[src/rtl/uart_resp_framer_pkg.sv]
// Shared constants, FSM encoding and frame byte selection for the UART response framer.
package uart_resp_framer_pkg;

  localparam int RESP_W    = 42;
  localparam int TYPE_BIT  = 41;
  localparam int ADDR_MSB  = 40;
  localparam int ADDR_LSB  = 32;
  localparam int FRAME_LEN = 8;
  localparam int IDX_W     = $clog2(FRAME_LEN);

  localparam logic [7:0]       DEFAULT_HEADER = 8'hA5;
  localparam logic [IDX_W-1:0] LAST_IDX       = IDX_W'(FRAME_LEN - 1);

  typedef enum logic {
    ST_IDLE = 1'b0,
    ST_SEND = 1'b1
  } state_e;

  // Byte idx of the frame built from word; the last byte is the running checksum.
  function automatic logic [7:0] frame_byte(input logic [RESP_W-1:0] word,
                                            input logic [IDX_W-1:0]  idx,
                                            input logic [7:0]        header,
                                            input logic [7:0]        csum);
    logic [7:0] b;
    b = header;
    case (idx)
      3'd0:    b = header;
      3'd1:    b = {word[TYPE_BIT], 6'b000000, word[ADDR_MSB]};
      3'd2:    b = word[ADDR_LSB+7:ADDR_LSB];
      3'd3:    b = word[31:24];
      3'd4:    b = word[23:16];
      3'd5:    b = word[15:8];
      3'd6:    b = word[7:0];
      default: b = csum;
    endcase
    return b;
  endfunction

endpackage

[src/rtl/uart_resp_framer_if.sv]
// Memory-response input, UART byte handshake and status signals of the framer.
interface uart_resp_framer_if #(
  parameter int FIFO_DEPTH = 4
);
  import uart_resp_framer_pkg::*;

  logic                          resp_valid;
  logic [RESP_W-1:0]             resp_data;
  logic [7:0]                    tx_byte;
  logic                          tx_valid;
  logic                          tx_ready;
  logic                          busy;
  logic                          overflow;
  logic [$clog2(FIFO_DEPTH):0]   fifo_count;

  modport master (
    output resp_valid, resp_data, tx_ready,
    input  tx_byte, tx_valid, busy, overflow, fifo_count
  );

  modport slave (
    input  resp_valid, resp_data, tx_ready,
    output tx_byte, tx_valid, busy, overflow, fifo_count
  );

endinterface

[src/rtl/uart_resp_framer_fifo.sv]
// Synchronous FIFO; a push on a full FIFO is accepted only when a pop frees a slot the same cycle.
module resp_fifo #(
  parameter int WIDTH = 42,
  parameter int DEPTH = 4
) (
  input  logic                       clk,
  input  logic                       reset,
  input  logic                       push_i,
  input  logic [WIDTH-1:0]           wdata_i,
  input  logic                       pop_i,
  output logic [WIDTH-1:0]           rdata_o,
  output logic                       full_o,
  output logic                       empty_o,
  output logic [$clog2(DEPTH):0]     count_o
);

  localparam int AW = $clog2(DEPTH);
  localparam int CW = AW + 1;

  logic [WIDTH-1:0] mem_q [DEPTH];
  logic [AW-1:0]    wr_ptr_q;
  logic [AW-1:0]    rd_ptr_q;
  logic [CW-1:0]    count_q;
  logic             push_ok;
  logic             pop_ok;

  assign full_o  = (count_q == CW'(DEPTH));
  assign empty_o = (count_q == '0);
  assign pop_ok  = pop_i & ~empty_o;
  assign push_ok = push_i & (~full_o | pop_ok);
  assign rdata_o = mem_q[rd_ptr_q];
  assign count_o = count_q;

  // Power-of-two depth lets the pointers wrap naturally.
  always_ff @(posedge clk) begin
    if (reset) begin
      wr_ptr_q <= '0;
      rd_ptr_q <= '0;
      count_q  <= '0;
    end else begin
      if (push_ok) wr_ptr_q <= wr_ptr_q + 1'b1;
      if (pop_ok)  rd_ptr_q <= rd_ptr_q + 1'b1;
      count_q <= count_q + CW'(push_ok) - CW'(pop_ok);
    end
  end

  always_ff @(posedge clk) begin
    if (push_ok) mem_q[wr_ptr_q] <= wdata_i;
  end

endmodule

[src/rtl/uart_resp_framer.sv]
// Buffers memory read responses and serializes each into an 8-byte checksummed UART frame.
// state   | meaning
// IDLE    | no frame in flight; pops the next response when the FIFO is non-empty
// SEND    | presenting frame byte idx on tx_byte until the transmitter takes it
module uart_resp_framer
  import uart_resp_framer_pkg::*;
#(
  parameter int         FIFO_DEPTH  = 4,
  parameter logic [7:0] HEADER_BYTE = DEFAULT_HEADER
) (
  input  logic               clk,
  input  logic               reset,
  uart_resp_framer_if.slave  bus
);

  localparam int CNT_W = $clog2(FIFO_DEPTH) + 1;

  logic [RESP_W-1:0] fifo_rdata;
  logic              fifo_full;
  logic              fifo_empty;
  logic [CNT_W-1:0]  fifo_count;

  state_e            state_q;
  logic [IDX_W-1:0]  idx_q;
  logic [7:0]        csum_q;
  logic [RESP_W-1:0] frame_q;
  logic [7:0]        tx_byte_q;
  logic              tx_valid_q;
  logic              overflow_q;

  logic              pop_d;
  logic              accept_d;
  logic [IDX_W-1:0]  idx_d;
  logic [7:0]        csum_d;
  logic [7:0]        next_byte_d;

  resp_fifo #(
    .WIDTH (RESP_W),
    .DEPTH (FIFO_DEPTH)
  ) u_fifo (
    .clk     (clk),
    .reset   (reset),
    .push_i  (bus.resp_valid),
    .wdata_i (bus.resp_data),
    .pop_i   (pop_d),
    .rdata_o (fifo_rdata),
    .full_o  (fifo_full),
    .empty_o (fifo_empty),
    .count_o (fifo_count)
  );

  assign pop_d    = (state_q == ST_IDLE) & ~fifo_empty;
  assign accept_d = tx_valid_q & bus.tx_ready;
  assign idx_d    = idx_q + 1'b1;

  // tx_byte_q always holds B[idx], so it folds straight into the checksum.
  assign csum_d      = ((idx_q != '0) && (idx_q != LAST_IDX)) ? (csum_q ^ tx_byte_q) : csum_q;
  assign next_byte_d = frame_byte(frame_q, idx_d, HEADER_BYTE, csum_d);

  always_ff @(posedge clk) begin
    if (reset) begin
      state_q    <= ST_IDLE;
      idx_q      <= '0;
      csum_q     <= '0;
      frame_q    <= '0;
      tx_byte_q  <= '0;
      tx_valid_q <= 1'b0;
      overflow_q <= 1'b0;
    end else begin
      if (bus.resp_valid && fifo_full && !pop_d) overflow_q <= 1'b1;

      case (state_q)
        ST_IDLE: begin
          if (pop_d) begin
            frame_q    <= fifo_rdata;
            idx_q      <= '0;
            csum_q     <= '0;
            tx_byte_q  <= HEADER_BYTE;
            tx_valid_q <= 1'b1;
            state_q    <= ST_SEND;
          end
        end
        ST_SEND: begin
          if (accept_d) begin
            if (idx_q == LAST_IDX) begin
              tx_valid_q <= 1'b0;
              state_q    <= ST_IDLE;
            end else begin
              idx_q     <= idx_d;
              csum_q    <= csum_d;
              tx_byte_q <= next_byte_d;
            end
          end
        end
        default: begin
          tx_valid_q <= 1'b0;
          state_q    <= ST_IDLE;
        end
      endcase
    end
  end

  assign bus.tx_byte    = tx_byte_q;
  assign bus.tx_valid   = tx_valid_q;
  assign bus.overflow   = overflow_q;
  assign bus.fifo_count = fifo_count;
  assign bus.busy       = (fifo_count != '0) | (state_q == ST_SEND);

endmodule

[src/flat_wrapper.sv]
// flat-port wrapper written by rule: the top's interface ports become plain ports
module uart_resp_framer_flat import uart_resp_framer_pkg::*;
#(
  parameter int         FIFO_DEPTH  = 4,
  parameter logic [7:0] HEADER_BYTE = DEFAULT_HEADER
)
  (clk, reset, bus_resp_valid, bus_resp_data, bus_tx_ready, bus_tx_byte, bus_tx_valid, bus_busy, bus_overflow, bus_fifo_count);
  uart_resp_framer_if #(.FIFO_DEPTH(FIFO_DEPTH)) bus_i ();
  input  logic clk;
  input  logic reset;
  input wire logic [$bits(bus_i.resp_valid)-1:0] bus_resp_valid;
  input wire logic [$bits(bus_i.resp_data)-1:0] bus_resp_data;
  input wire logic [$bits(bus_i.tx_ready)-1:0] bus_tx_ready;
  output wire logic [$bits(bus_i.tx_byte)-1:0] bus_tx_byte;
  output wire logic [$bits(bus_i.tx_valid)-1:0] bus_tx_valid;
  output wire logic [$bits(bus_i.busy)-1:0] bus_busy;
  output wire logic [$bits(bus_i.overflow)-1:0] bus_overflow;
  output wire logic [$bits(bus_i.fifo_count)-1:0] bus_fifo_count;
  assign bus_i.resp_valid = bus_resp_valid;
  assign bus_i.resp_data = bus_resp_data;
  assign bus_i.tx_ready = bus_tx_ready;
  assign bus_tx_byte = bus_i.tx_byte;
  assign bus_tx_valid = bus_i.tx_valid;
  assign bus_busy = bus_i.busy;
  assign bus_overflow = bus_i.overflow;
  assign bus_fifo_count = bus_i.fifo_count;
  uart_resp_framer #(.FIFO_DEPTH(FIFO_DEPTH), .HEADER_BYTE(HEADER_BYTE)) u_core (.clk(clk), .reset(reset), .bus(bus_i));
endmodule
[config.mk]
export PLATFORM = sky130hd
export DESIGN_NAME = uart_resp_framer_flat
export DESIGN_NICKNAME = d
export VERILOG_FILES = /design/src/rtl/uart_resp_framer_pkg.sv /design/src/rtl/uart_resp_framer_if.sv /design/src/rtl/uart_resp_framer_fifo.sv /design/src/rtl/uart_resp_framer.sv /design/src/flat_wrapper.sv
export SDC_FILE = /design/constraint.sdc
export NUM_CORES = 1
export LEC_CHECK = 0
export CAP_MARGIN = 5
export CORE_MARGIN = 2
export CORE_UTILIZATION = 59
export DETAILED_ROUTE_END_ITERATION = 10
export GPL_ROUTABILITY_DRIVEN = 0
export PLACE_DENSITY_LB_ADDON = 0.3
export SLEW_MARGIN = 15
export SYNTH_ARGS = -nofsm -noshare
export SYNTH_HDL_FRONTEND = slang
export SYNTH_HIERARCHICAL = 1
export SYNTH_SLANG_ARGS = --single-unit
[constraint.sdc]
create_clock -name clk -period 3.7 [get_ports clk]
set_clock_uncertainty 0.15 [all_clocks]
set_input_delay 0.74 -clock clk [delete_from_list [all_inputs] [get_ports clk]]
set_output_delay 0.74 -clock clk [all_outputs]
set_load 0.01 [all_outputs]
==> out/results.tsv <==
stage	metric	value	unit
clock_tree	cts_hold_buf	0	
power	total_power	7.90	mW
global_route	grt-ovfl-total	0	
clock_tree	cts_setup_buffers	0	
placement	portBuffers	59	
sta	tightest_slew	1.15	ns
global_route	antenna_found_initial	0	
detailed_routing	drt_iter0_markers	582	
critical_path	critical_path_class	reg -> out	
global_route	grt_max_degree	49	
logic_synthesis	syn_avg_cell_area	14.8	µm²
logic_synthesis	syn_inst	645	
power	power_frac_seq	46.4	%
clock_tree	cts_buffers	24	
sta	drv_slew	0	
cells_and_area	area_delta_synth_final	16.0	%
logic_synthesis	synth_edf_count	168	
critical_path	crit_path_start_kind	flop	
detailed_routing	via_count	5555	
clock_tree	cts_resized	0	
logic_synthesis	synth_nets	704	
detailed_routing	routed_via_density	5.92	
power	ir_drop	0.000466	V
power	switching_share	29.2	%
floorplanning	num_rows	46	
detailed_routing	wirelength	18900	µm
detailed_routing	wl_per_cell	20.2	µm
global_route	grt_pass1_wl	30400	µm
sta	setup_ws	0.877	ns
logic_synthesis	yosysSeqAreaShare	68.2	%
critical_path	required	2.81	ns
power	p_int	5.59	mW
power	p_per_area	714	nW/µm²
clock_tree	cts.sinks	241	
logic_synthesis	yosysTopAreaCell	edfxtp_1	
detailed_routing	ant_nets	0	
detailed_routing	route.detailed.drc	0	
floorplanning	coreArea	15800	µm²
run_status	outcome	completed	
clock_tree	clk_latency	0.50	ns
detailed_routing	dr.pass1.iters	5	
sta	setup-tns-final	0	ns
cells_and_area	final_nets	764	
sta	worst_hold_slack	0.313	ns
cells_and_area	ff_latch_area	6510	µm²
sta	fin_crit_sh	76.3	%
logic_synthesis	yosysWarnings	6	
sta	setup_viol	0	
clock_tree	ctsHtreeMaxLevel	1	
logic_synthesis	synth.area.top_cells	edfxtp_1 53%, dfxtp_1 15%, mux4_2 9.9%	
clock_tree	path_clk_slew	0.06	ns
logic_synthesis	synth.top_cell.area_share	52.9	%
job	cap_violations	0	
floorplanning	fp.dieH	131	µm
logic_synthesis	ys_async_sr_fraction	0	%
power	p_comb_share	23.4	%
sta	post-route-min-period	2.82	ns
clock_tree	cts_root_buf	clkbuf_16	
logic_synthesis	synth_area	9540	µm²
critical_path	crit_fanout	8	
clock_tree	clockBufferDepth	3	
floorplanning	fp.dieW	131	µm
cells_and_area	multi_input_area	2760	µm²
hold_path	min_path_type	reg -> reg	
logic_synthesis	synth_seq_cells	241	
sta	rsz0062_at_grt	no	
critical_path	setup.worst_path.end_class	primary output	
logic_synthesis	yosysUniqueCellTypes	51	
cells_and_area	num_antenna_cells	0	
global_route	grt_pass1_vias	5724	
clock_tree	cts_tree	yes	
power	p_leak	3.65	nW
power	p_clk_share	30.2	%
sta	finalHoldViolations	0	
floorplanning	io_pins	60	
power	p_switching	2.31	mW
cells_and_area	drive_above_1_share	15.2	%
placement	pre_cts_slack	0.655	ns
logic_synthesis	synth_flop_cell	edfxtp_1	
global_route	grt_use_total	22.2	%
cells_and_area	nFillCells	1044	
sta	slew-limit-headroom	23.6	%
floorplanning	die_area	17200	µm²
placement	dp_hpwl	11800	µm
sta	fmax	354	MHz
floorplanning	start_util	60.3	%
critical_path	cp.arrival	1.93	ns
[worst paths after layout]
path / startpoint / endpoint / slack, ns / depth (start not counted)
setup reg to reg: u_core/idx_q[0] / u_core/bus.tx_byte[1] / 0.89 / 6
hold / removal: u_core/frame_q[30] / u_core/frame_q[30] / 0.31 / 2
setup / recovery: u_core/u_fifo/count_o[1] / bus_busy / 0.88 / 2
hold reg to reg: u_core/frame_q[30] / u_core/frame_q[30] / 0.31 / 2
[placed cells by master (no fill, tap or decap), types with 2 or more instances in the layout]
master / count
or2_1: 2
a22oi_1: 6
o21ai_0: 17
edfxtp_1: 168
ha_1: 12
a221oi_1: 4
nor3_1: 8
nand2b_1: 6
nand4b_1: 2
xor2_1: 2
and2_2: 4
a22o_1: 6
clkbuf_1: 11
nand3_1: 9
clkbuf_8: 4
clkbuf_16: 26
buf_4: 14
or4_1: 7
dfxtp_1: 71
nor2b_1: 2
clkinv_2: 2
nor2_1: 15
a21oi_1: 68
clkdlybuf4s50_1: 58
xnor2_1: 2
mux4_2: 42
dfxtp_2: 2
inv_1: 12
a31oi_1: 5
mux2_2: 5
nand2_1: 95
a2111oi_0: 2
mux2i_1: 3
o21ai_1: 3
a21boi_0: 5
and3_1: 4
[worst max-delay path, cell delays in order (launching register included)]
cell and delay, ns:
dfxtp_1 0.41, or4_1 0.53, clkdlybuf4s50_1 0.49
[power groups by stage]
stage / combinational [mW] / sequential [mW] / clock, mW
2_1_floorplan: 1.43 / 3.58 / 0
3_3_place_gp: 1.79 / 3.69 / 0
3_5_place_dp: 1.85 / 3.72 / 0
4_1_cts: 1.85 / 3.67 / 2.42
5_1_grt: 2.02 / 3.71 / 2.53
6_report: 1.84 / 3.67 / 2.39
[sequential cells by signal, indices dropped and copies added, names as in the netlist, named ones only]
| name | cells |
|---|---|
| u_core/state_q | 1 |
| u_core/frame_q | 42 |
| u_core/idx_q | 3 |
| u_core/u_fifo/rd_ptr_q | 2 |
| u_core/u_fifo/count_o | 3 |
| u_core/bus.tx_byte | 8 |
| u_core/bus.tx_valid | 1 |
| u_core/bus.overflow | 1 |
| u_core/csum_q | 8 |
| u_core/u_fifo/mem_q | 168 |
| u_core/u_fifo/wr_ptr_q | 2 |
[Yosys cell counts (all sizes together) (5+ instances only)]
cell type	count
edfxtp	168
nand2	95
dfxtp	73
a21oi	68
mux4	42
buf	26
o21ai	20
nor2	16
clkbuf	13
inv	13
ha	12
nand3	9
nor3	8
or4	7
a21boi	6
a22o	6
a22oi	6
mux2	6
nand2b	6
a31oi	5
[cells by family after synthesis]
logic type,share of synthesized area [%]
flip-flops,68.2
buffers and inverters,2.89
XOR/XNOR,0.367
adder cells (fa/ha/maj),1.78
AND/OR/NAND/NOR,7.87
AO/OA/AOI/OAI,7.89
multiplexers,11.0
[per-stage QoR]
stage | cells | utilization, % | instance area [µm²]
floorplan | 645 | - | 9540
global placement | 895 | 64.9 | 10300
detailed placement | 895 | 64.9 | 10300
CTS | 939 | 69.9 | 11100
global route | 939 | 69.9 | 11100
finish | 939 | 69.9 | 11100
[layer usage]
metal | part of all wire [%] | GRT usage (%) | vias up
li1 | - | - | 2562
met1 | 42 | 30.1 | 2763
met2 | 49 | 37.4 | 189
met3 | 5.7 | 3.86 | 41
met4 | 2.6 | 7.00 | 0
met5 | 0 | 0 | -
[cell type report]
type,instances,area share [%]
Timing Repair Buffer,73,6.24
Clock buffer,41,6.75
Sequential cell,241,58.8
Multi-Input combinational cell,352,24.9
Inverter,13,0.441
Tap cell,216,2.44
Clock inverter,3,0.362
Note: power is estimated with default switching activity, not from simulation.
